$ cat src/rtl/sprite_pkg.sv
// sprite_pkg
//   Shared definitions for the sprite fetcher: bus widths, the transparent
//   colour key, the fetch FSM state type, the packed pixel record carried
//   through the output FIFO, and the sprite dimension clamp.
package sprite_pkg;

    localparam int ADDR_W = 8;
    localparam int DATA_W = 8;
    localparam logic [DATA_W-1:0] TRANSPARENT = 8'h00;

    typedef enum logic [1:0] {
        IDLE,
        FETCH,
        DRAIN
    } fetch_state_t;

    typedef struct packed {
        logic [DATA_W-1:0] data;
        logic [3:0]        x;
        logic [3:0]        y;
        logic              opaque;
    } pix_t;

    // Sprite dimensions are at most 16; larger requests are treated as 16.
    function automatic logic [4:0] clamp_dim(input logic [4:0] v);
        return (v > 5'd16) ? 5'd16 : v;
    endfunction

endpackage

$ cat src/rtl/sprite_fetch_pix_fifo2.sv
// pix_fifo2
//   Two-entry FIFO of pix_t records between the colour memory return path
//   and the pixel output stream. The head entry is presented combinationally.
//   Ports:
//     clk, rst_n      clock, asynchronous active-low reset (clears entries)
//     push, din       write request and record
//     pop             remove the head entry
//     dout            head entry
//     full, empty     occupancy flags
//     count           number of stored entries (0..2)
module pix_fifo2
    import sprite_pkg::*;
(
    input  logic       clk,
    input  logic       rst_n,
    input  logic       push,
    input  pix_t       din,
    input  logic       pop,
    output pix_t       dout,
    output logic       full,
    output logic       empty,
    output logic [1:0] count
);

    pix_t       mem_q [2];
    pix_t       mem_d [2];
    logic       wr_ptr_q, wr_ptr_d;
    logic       rd_ptr_q, rd_ptr_d;
    logic [1:0] count_q, count_d;
    logic       do_push, do_pop;

    assign full  = (count_q == 2'd2);
    assign empty = (count_q == 2'd0);
    assign count = count_q;
    assign dout  = mem_q[rd_ptr_q];

    always_comb begin
        mem_d    = mem_q;
        wr_ptr_d = wr_ptr_q;
        rd_ptr_d = rd_ptr_q;
        do_pop   = pop && !empty;
        // A push into a full FIFO is accepted only when the head leaves at the same edge.
        do_push  = push && (!full || do_pop);
        if (do_push) begin
            mem_d[wr_ptr_q] = din;
            wr_ptr_d        = ~wr_ptr_q;
        end
        if (do_pop) begin
            rd_ptr_d = ~rd_ptr_q;
        end
        count_d = count_q + {1'b0, do_push} - {1'b0, do_pop};
    end

    always_ff @(posedge clk or negedge rst_n) begin
        if (!rst_n) begin
            mem_q[0] <= '0;
            mem_q[1] <= '0;
            wr_ptr_q <= 1'b0;
            rd_ptr_q <= 1'b0;
            count_q  <= 2'd0;
        end else begin
            mem_q    <= mem_d;
            wr_ptr_q <= wr_ptr_d;
            rd_ptr_q <= rd_ptr_d;
            count_q  <= count_d;
        end
    end

endmodule

$ cat src/rtl/sprite_fetch.sv
// sprite_fetch
//   Walks a Width x Height sprite stored row-major at Base, issuing one
//   colour memory read per cycle when there is room downstream, and streams
//   each returned byte with its X/Y position and opaque flag.
//   Ports:
//     Clk, Reset               clock, asynchronous active-low reset
//     Start, Base, Width, Height  sprite request (sampled only in IDLE)
//     Busy, Done               activity level and completion pulse
//     Mem_A, Mem_Q             colour memory read address / registered data
//     Pix_Valid, Pix_Ready     output stream handshake
//     Pix_Data, Pix_X, Pix_Y, Pix_Opaque  output pixel record
module sprite_fetch
    import sprite_pkg::*;
(
    input  logic              Clk,
    input  logic              Reset,
    input  logic              Start,
    input  logic [ADDR_W-1:0] Base,
    input  logic [4:0]        Width,
    input  logic [4:0]        Height,
    output logic              Busy,
    output logic              Done,
    output logic [ADDR_W-1:0] Mem_A,
    input  logic [DATA_W-1:0] Mem_Q,
    output logic              Pix_Valid,
    input  logic              Pix_Ready,
    output logic [DATA_W-1:0] Pix_Data,
    output logic [3:0]        Pix_X,
    output logic [3:0]        Pix_Y,
    output logic              Pix_Opaque
);

    fetch_state_t      state_q, state_d;
    logic [ADDR_W-1:0] base_q, base_d;
    logic [4:0]        w_q, w_d;
    logic [9:0]        n_q, n_d;
    logic [9:0]        issue_cnt_q, issue_cnt_d;
    logic [9:0]        xfer_cnt_q, xfer_cnt_d;
    logic [ADDR_W-1:0] mem_a_q, mem_a_d;
    logic              issue_q, issue_d;   // Mem_A holds a live read this cycle
    logic              ret_q, ret_d;       // Mem_Q carries returned data this cycle
    logic [3:0]        x_q, x_d;
    logic [3:0]        y_q, y_d;
    logic              busy_q, busy_d;
    logic              done_q, done_d;

    logic [4:0]        w_c, h_c;
    logic [9:0]        n_c;
    logic [2:0]        outstanding;
    logic              issue;
    logic              pop;
    logic              push;
    logic              fifo_full, fifo_empty;
    logic [1:0]        fifo_count;
    pix_t              fifo_din, fifo_dout;

    pix_fifo2 u_fifo (
        .clk   (Clk),
        .rst_n (Reset),
        .push  (push),
        .din   (fifo_din),
        .pop   (pop),
        .dout  (fifo_dout),
        .full  (fifo_full),
        .empty (fifo_empty),
        .count (fifo_count)
    );

    assign Busy       = busy_q;
    assign Done       = done_q;
    assign Mem_A      = mem_a_q;
    assign Pix_Valid  = !fifo_empty;
    assign Pix_Data   = fifo_dout.data;
    assign Pix_X      = fifo_dout.x;
    assign Pix_Y      = fifo_dout.y;
    assign Pix_Opaque = fifo_dout.opaque;

    always_comb begin
        w_c = clamp_dim(Width);
        h_c = clamp_dim(Height);
        n_c = {5'd0, w_c} * {5'd0, h_c};

        pop  = Pix_Valid && Pix_Ready;
        push = ret_q && (!fifo_full || pop);

        fifo_din.data   = Mem_Q;
        fifo_din.x      = x_q;
        fifo_din.y      = y_q;
        fifo_din.opaque = (Mem_Q != TRANSPARENT);

        // Everything outstanding after this edge (FIFO contents, the read on
        // Mem_A and the data on Mem_Q) must fit in the FIFO if the consumer
        // stalls from now on. A pop this edge frees one slot.
        outstanding = {1'b0, fifo_count} + {2'b0, issue_q} + {2'b0, ret_q};
        issue       = (state_q == FETCH) && ((outstanding - {2'b0, pop}) < 3'd2);

        state_d     = state_q;
        base_d      = base_q;
        w_d         = w_q;
        n_d         = n_q;
        issue_cnt_d = issue_cnt_q;
        xfer_cnt_d  = xfer_cnt_q;
        mem_a_d     = mem_a_q;
        issue_d     = issue;
        ret_d       = issue_q;
        x_d         = x_q;
        y_d         = y_q;
        busy_d      = busy_q;
        done_d      = 1'b0;

        case (state_q)
            IDLE: begin
                if (Start) begin
                    if (n_c == 10'd0) begin
                        done_d = 1'b1;
                    end else begin
                        state_d     = FETCH;
                        base_d      = Base;
                        w_d         = w_c;
                        n_d         = n_c;
                        issue_cnt_d = 10'd0;
                        xfer_cnt_d  = 10'd0;
                        x_d         = 4'd0;
                        y_d         = 4'd0;
                    end
                end
            end
            FETCH: begin
                busy_d = 1'b1;
                if (issue) begin
                    mem_a_d     = base_q + issue_cnt_q[ADDR_W-1:0];
                    issue_cnt_d = issue_cnt_q + 10'd1;
                    if (issue_cnt_q == n_q - 10'd1) begin
                        state_d = DRAIN;
                    end
                end
            end
            DRAIN: begin
                busy_d = 1'b1;
            end
            default: begin
                state_d = IDLE;
            end
        endcase

        // Position of the next returned pixel: raster order within the sprite.
        if (push) begin
            if ({1'b0, x_q} == w_q - 5'd1) begin
                x_d = 4'd0;
                y_d = y_q + 4'd1;
            end else begin
                x_d = x_q + 4'd1;
            end
        end

        if (pop && (state_q != IDLE)) begin
            xfer_cnt_d = xfer_cnt_q + 10'd1;
            if (xfer_cnt_q == n_q - 10'd1) begin
                done_d  = 1'b1;
                busy_d  = 1'b0;
                state_d = IDLE;
            end
        end
    end

    always_ff @(posedge Clk or negedge Reset) begin
        if (!Reset) begin
            state_q     <= IDLE;
            base_q      <= '0;
            w_q         <= 5'd0;
            n_q         <= 10'd0;
            issue_cnt_q <= 10'd0;
            xfer_cnt_q  <= 10'd0;
            mem_a_q     <= '0;
            issue_q     <= 1'b0;
            ret_q       <= 1'b0;
            x_q         <= 4'd0;
            y_q         <= 4'd0;
            busy_q      <= 1'b0;
            done_q      <= 1'b0;
        end else begin
            state_q     <= state_d;
            base_q      <= base_d;
            w_q         <= w_d;
            n_q         <= n_d;
            issue_cnt_q <= issue_cnt_d;
            xfer_cnt_q  <= xfer_cnt_d;
            mem_a_q     <= mem_a_d;
            issue_q     <= issue_d;
            ret_q       <= ret_d;
            x_q         <= x_d;
            y_q         <= y_d;
            busy_q      <= busy_d;
            done_q      <= done_d;
        end
    end

endmodule

$ cat config.mk
export PLATFORM = sky130hd
export DESIGN_NAME = sprite_fetch
export DESIGN_NICKNAME = d
export VERILOG_FILES = /design/src/rtl/sprite_pkg.sv /design/src/rtl/sprite_fetch_pix_fifo2.sv /design/src/rtl/sprite_fetch.sv
export SDC_FILE = /design/constraint.sdc
export NUM_CORES = 1
export LEC_CHECK = 0
export ABC_AREA = 1
export CORE_AREA = 10 10 141 143
export DETAILED_ROUTE_END_ITERATION = 12
export DIE_AREA = 0 0 151 153
export PLACE_DENSITY = 0.56
export SLEW_MARGIN = 0
export SYNTH_ARGS = -nofsm -noshare
export SYNTH_HDL_FRONTEND = slang
export SYNTH_SLANG_ARGS = --single-unit
$ cat constraint.sdc
create_clock -name Clk -period 3.1 [get_ports Clk]
set_clock_uncertainty 0.1 [all_clocks]
set_input_delay 0.31 -clock Clk [delete_from_list [all_inputs] [get_ports Clk]]
set_output_delay 0.31 -clock Clk [all_outputs]
set_load 0.02 [all_outputs]
; ---- Yosys cells after proc, flatten, opt, wreduce, memory -nomap -nowiden
; Cells that the tools add are included.
[word_totals]
output_inout_bits = 28
word_cells = 125
ff_bits = 103
inputBits = 30
[op_classes]
reduce_logical = 27
add_sub_neg = 12
bitwise_logic = 5
mul = 1
magnitude_cmp = 6
muxes = 39
n_eq_ne = 11
[ops]
columns = op, count
row1 = $mux 17, 4
row2 = $mux 10, 5
row3 = $mux 4, 10
row4 = $bwmux 34, 1
row5 = $add 10x1->10 const B, 2
row6 = $eq 10x10->1, 2
row7 = $pmux 10 s2, 1
row8 = $demux 17 s1, 1
row9 = $mux 2, 6
row10 = $reduce_bool 2->1, 6
row11 = $gt 5x5->1 const B, 2
row12 = $logic_not 10->1, 1
row13 = $mul 5x5->10, 1
row14 = $mux 5, 2
row15 = $sub 10x1->10 const B, 1
row16 = $reduce_and 3->1, 3
row17 = $add 4x1->4 const B, 2
row18 = $add 8x8->8, 1
row19 = $mux 1, 8
row20 = $reduce_bool 8->1, 1
row21 = $logic_and 1x1->1, 7
row22 = $ne 2x2->1 const B, 3
row23 = $pmux 2 s3, 1
row24 = $eq 4x5->1, 1
row25 = 20 further kinds, 29

; ---- Logic depth before layout (Yosys ltp)
[depth]
depth_word = 10
depth_mapped = 24
mapped_depth_nobuf = 24

; ---- By module
; From an unflattened synthesis, not the netlist that was laid out.
[unflattened]
hier_cells = 922
area_unflattened_um2 = 6826.5
[modules_own_cells]
columns = mod, n_inst, area_each_um2, cells_per_inst, seq_area_each_um2
row1 = sprite_fetch, 1, 4964.8, 689, 1626.6
row2 = pix_fifo2, 1, 1861.8, 233, 950.9

; ---- Least setup slack after synthesis
; Ideal clock, no wire load.
[synth_path]
path_type = input port to flip-flop
startpoint = input port Width[1]
endpoint = register n_q[8]
arrival_ps = 3677
setup_time_ps = 116
slack_ps = -793
cell_stages = 22
t_required_ps = 2884
path_cell_list = nor3_1 > a21oi_1 > nor2_1 > nand3_1 > fa_1 > fa_1 > fa_1 > inv_1 > ha_1 > nand3_1 > nand3_2 > nand2_1 > nand2_1 > nand2_1 > nand2_1 > nor2_1 > nand3_2 > nand2_4 > inv_4 > buf_6 > nand2_1 > nand2_1
[synth_between]
elab_chain_cells = 6
[synth_lines]
columns = element, line_no
row1 = start: declaration, sprite_fetch.sv:19  ; input logic [4:0] Width,
row2 = $gt 5x5->1, sprite_pkg.sv:26  ; return (v > 5'd16) ? 5'd16 : v;
row3 = $mux 5 *, sprite_pkg.sv:26
row4 = $mul 5x5->10 *, sprite_fetch.sv:81  ; n_c = {5'd0, w_c} * {5'd0, h_c};
row5 = $logic_not 10->1, sprite_fetch.sv:114  ; if (n_c == 10'd0) begin
row6 = $not 1->1 (no source line), --
row7 = $reduce_and 3->1 (no source line), --
row8 = end signal: assignment, sprite_fetch.sv:185  ; n_q <= n_d;
row9 = end: declaration, sprite_fetch.sv:36  ; logic [9:0] n_q, n_d;
; Every way passes the cells marked *; elsewhere a longest branch is shown, timed or not.
; A chain may end at the register's enable or synchronous reset.

; ---- Worst setup path after layout
[layout_path]
startpoint = input port Height[4]
endpoint = register base_q[7]
[layout_between]
elab_chain_cells = 6
[layout_lines]
columns = element, line_no
row1 = start: declaration, sprite_fetch.sv:20  ; input logic [4:0] Height,
row2 = $gt 5x5->1, sprite_pkg.sv:26
row3 = $mux 5 *, sprite_pkg.sv:26
row4 = $mul 5x5->10 *, sprite_fetch.sv:81
row5 = $logic_not 10->1 *, sprite_fetch.sv:114
row6 = $not 1->1 (no source line) *, --
row7 = $reduce_and 3->1 (no source line) *, --
row8 = end signal: assignment, sprite_fetch.sv:183  ; base_q <= base_d;
row9 = end: declaration, sprite_fetch.sv:34  ; logic [ADDR_W-1:0] base_q, base_d;
; Marked as above.

==> metrics.txt <==
vias=5957; Max transition margin=62.10%; Worst Path Buf+Inv=6; Top Family by Delay on Critical Path=adder cells; DP HPWL=12.04 mm; die area=23100 um^2; 1st-pass router iterations=4; Worst setup EP type=flop; Hold WC Path Type=flop to flop; CTS root buf=clkbuf_16; Initial Utilization=39.31%; Max Cap Violations=0; DRT iter0 DRCs=297; FF+latch area=2577 um^2; Vias/cell=4.750; share of the yosys chip area belonging to registers=38.44%; final count of hold timing violations=0; core box area=17060 um^2; largest area contributor in the netlist=dfrtp_1; post-layout min period=3.777 ns; Detail Route Antenna Nets=0; count leader, synth=nand2_1; Max Slew Vio Count=0; Max Clk Rate=264.8 MHz; Final WS setup=-0.6766 ns; worst skew pair latency=0.36 ns; ANT cells=0; ratio of cells with drive above 1 in the final layout=19.53%; Synth Instances=897; top_reg_cell synth=dfrtp_1; placed insts=1211; Setup violations, final=54; grt ovf=0; FF-to-FF Start=u_fifo.count[0]$_DFF_PN0_; H-tree levels=3; Post-Synth Simple-Gate Area=28.36%; failing checks=negative setup slack; Synth cell types=40; WL/cell=13.27 um; DRC errors left=0; Synth top cells by count=nand2_1 (290), inv_1 (125), dfrtp_1 (103); slew of the pin with the lowest slew margin=0.5650 ns; GR Util All Layers=14.43%; Worst Path Arrival=3.93 ns; critical path class=input port to flop; RSZ-0062 raised after global routing=true; worst-path cell chain=clkdlybuf4s15_1 -> buf_6 -> nor2_4 -> nand3_4 -> fa_1 -> fa_1 -> fa_1 -> inv_2 -> ha_4 -> nand3_4 -> nand3_4 -> nand2_2 -> nand2_2 -> xor2_2 -> nand3_2 -> buf_6 -> nand2_8 -> buf_12 -> inv_8 -> nand2_1 -> nand2_1; Pwr Density=793.4 nW/um^2; P_leak=4.341 nW; clock buffers created by TritonCTS=9; global-route wire length before repair=27.57 mm; Post-Synth Adder-Cell Area=10.56%; hold_sp=issue_q$_DFF_PN0_; pin count of the biggest net entering global routing=63; CP max stage cell=fa_1; Yosys warning total=0; Final Instance Count excl. Fillers=1254; net count reported at finish=1104; Worst Hold End=ret_q$_DFF_PN0_; status=finished, violations left; largest family of logic cells by synthesized area=simple AND/OR/NAND/NOR gates; Yosys top cell area share=38.44%; WL final=16.65 mm; fin crit share=121.8%; Clock Pin Slew Worst Setup and Hold Paths=0.07 ns; Mapped Nets=977; Design Power=6.991 mW; Synth Area in Compound Gates=9.573%; CTS Sinks=103; Area Growth Syn to Fin=31.41%; area of the multi-input gates=3880 um^2; Peak VDD IR=355.6 uV; fillers=1698; max incr delay on CP=0.58 ns; Avg Synthesized Cell Area=7.475 um^2; Synth area leaders=dfrtp_1 (38%), nand2_1 (16%), ha_1 (7.3%), inv_1 (7.0%), o21ai_0 (4.6%); Reg2Reg Setup Slack=0.09 ns; vias in the first global route=5676; post-synthesis xor/xnor area fraction=3.769%; antenna violations before repair=0; PortBufs=57; mapped cell area=6705 um^2; Die H=153 um; critical path fanouts, max=9; number of synthesized flops with an enable pin=0; asr flop ratio synth=100.0%; crit path launch=Height[4]; Yosys reg bits=103; num rows=48; clk buf depth=2; mux cell area share after synthesis=0%; RD Place Congestion=0.8626; TritonCTS clock tree=done; Die W=151 um; endpoint required time on the critical path=3.25 ns; Reg2Reg Capture Point=issue_cnt_q[7]$_DFFE_PN0P_; worst hold stages=0; number of primary I/O pins=58; CP startpoint kind=input port; R2R cell count=16
## metrics by stage
stage	cell area [um^2]	hold WS [ns]	TNS, ns	setup slack (ns)	util (%)
after global placement	7905	0.2426	-69.28	-1.347	46.35
final	8811	0.2846	-32.88	-0.6766	51.66
after floorplan	6765	-0.08559	-31.26	-0.6459	-
after detailed placement	7905	0.2392	-74.02	-1.444	46.35
after global routing	8811	0.3053	-43.31	-0.8696	51.66
after CTS	8484	0.2834	-39.56	-0.8146	49.74
## report_power, final
group	internal (mW)	switching, mW
logic	1.58	2.17
registers	1.77	0.351
clock network	0.564	0.558
total	3.91	3.08
## worst max path at each step
stage / cells after the start / end
floorplan: 21 / n_q[8]$_DFFE_PN0P_
global placement: 21 / n_q[0]$_DFFE_PN0P_
detailed placement: 21 / n_q[0]$_DFFE_PN0P_
CTS: 21 / issue_cnt_q[7]$_DFFE_PN0P_
global route: 24 / xfer_cnt_q[9]$_DFFE_PN0P_
finish: 21 / base_q[7]$_DFFE_PN0P_
## cell usage in the layout, fill, tap and decap left out, types with 9 or more instances in the layout
| cell | instances |
|---|---|
| clkdlybuf4s50_1 | 46 |
| xor2_1 | 16 |
| nand4_1 | 11 |
| ha_1 | 33 |
| o21ai_2 | 19 |
| clkbuf_16 | 11 |
| inv_2 | 9 |
| a21oi_1 | 12 |
| dfrtp_1 | 103 |
| o21ai_0 | 52 |
| nand3_1 | 43 |
| xnor2_1 | 10 |
| nor2_1 | 61 |
| nand2_1 | 275 |
| nand2_2 | 14 |
| o21ai_1 | 10 |
| fa_1 | 11 |
| inv_1 | 119 |
| buf_4 | 60 |
## layout make-up
class | instances | share of cell area [%]
flip-flops and latches | 103 | 29.25
repair buffers | 131 | 14.10
clock buffers | 9 | 2.556
multi-input cells | 644 | 44.04
well taps | 225 | 3.195
repair inverters | 3 | 0.3124
inverters | 132 | 5.808
clock inverters | 7 | 0.7384
## worst register-to-register path: stages (launching register included)
cell and delay, ns:
dfrtp_1 0.42, inv_2 0.09, nand2_2 0.08, nand2_2 0.08, inv_1 0.05, ha_1 0.28
inv_2 0.07, ha_4 0.19, a21o_1 0.18, fa_1 0.43, inv_1 0.08, nand3_2 0.10
a21oi_1 0.29, o21ai_4 0.12, buf_6 0.15, buf_12 0.13, o21ai_2 0.10
## what timing repair did
action / in CTS / in global routing
resized for setup: 60 / 63
hold endpoints to repair: 41 / 0
cloned: 3 / 6
setup endpoints to repair: 54 / 61
setup buffers: 12 / 8
hold buffers: 1 / 0
pin swaps: 19 / 37
## registers in the layout (all words and copies together) (netlist names)
| register | flops |
|---|---|
| Mem_A | 8 |
| issue_q | 1 |
| xfer_cnt_q | 10 |
| y_q | 4 |
| issue_cnt_q | 10 |
| state_q | 2 |
| x_q | 4 |
| Done | 1 |
| u_fifo.wr_ptr_q | 1 |
| n_q | 10 |
| ret_q | 1 |
| w_q | 5 |
| u_fifo.mem_q | 34 |
| u_fifo.count | 2 |
| Busy | 1 |
| u_fifo.rd_ptr_q | 1 |
| base_q | 8 |
## layer usage
metal	vias up	wire, um	global-route usage [%]
li1	3102	-	-
met1	2737	7882	19.54
met2	104	7899	22.96
met3	14	590	1.860
met4	0	274	5.135
met5	-	0	0
## logic make-up after synthesis
logic type	count (synthesis)
buffers and inverters	152
DFF	103
AOI/OAI and AO/OA	112
and+or+nand+nor	452
adders and majority gates	50
xor gates and xnor gates	28
(Power assumes the default switching activity.)
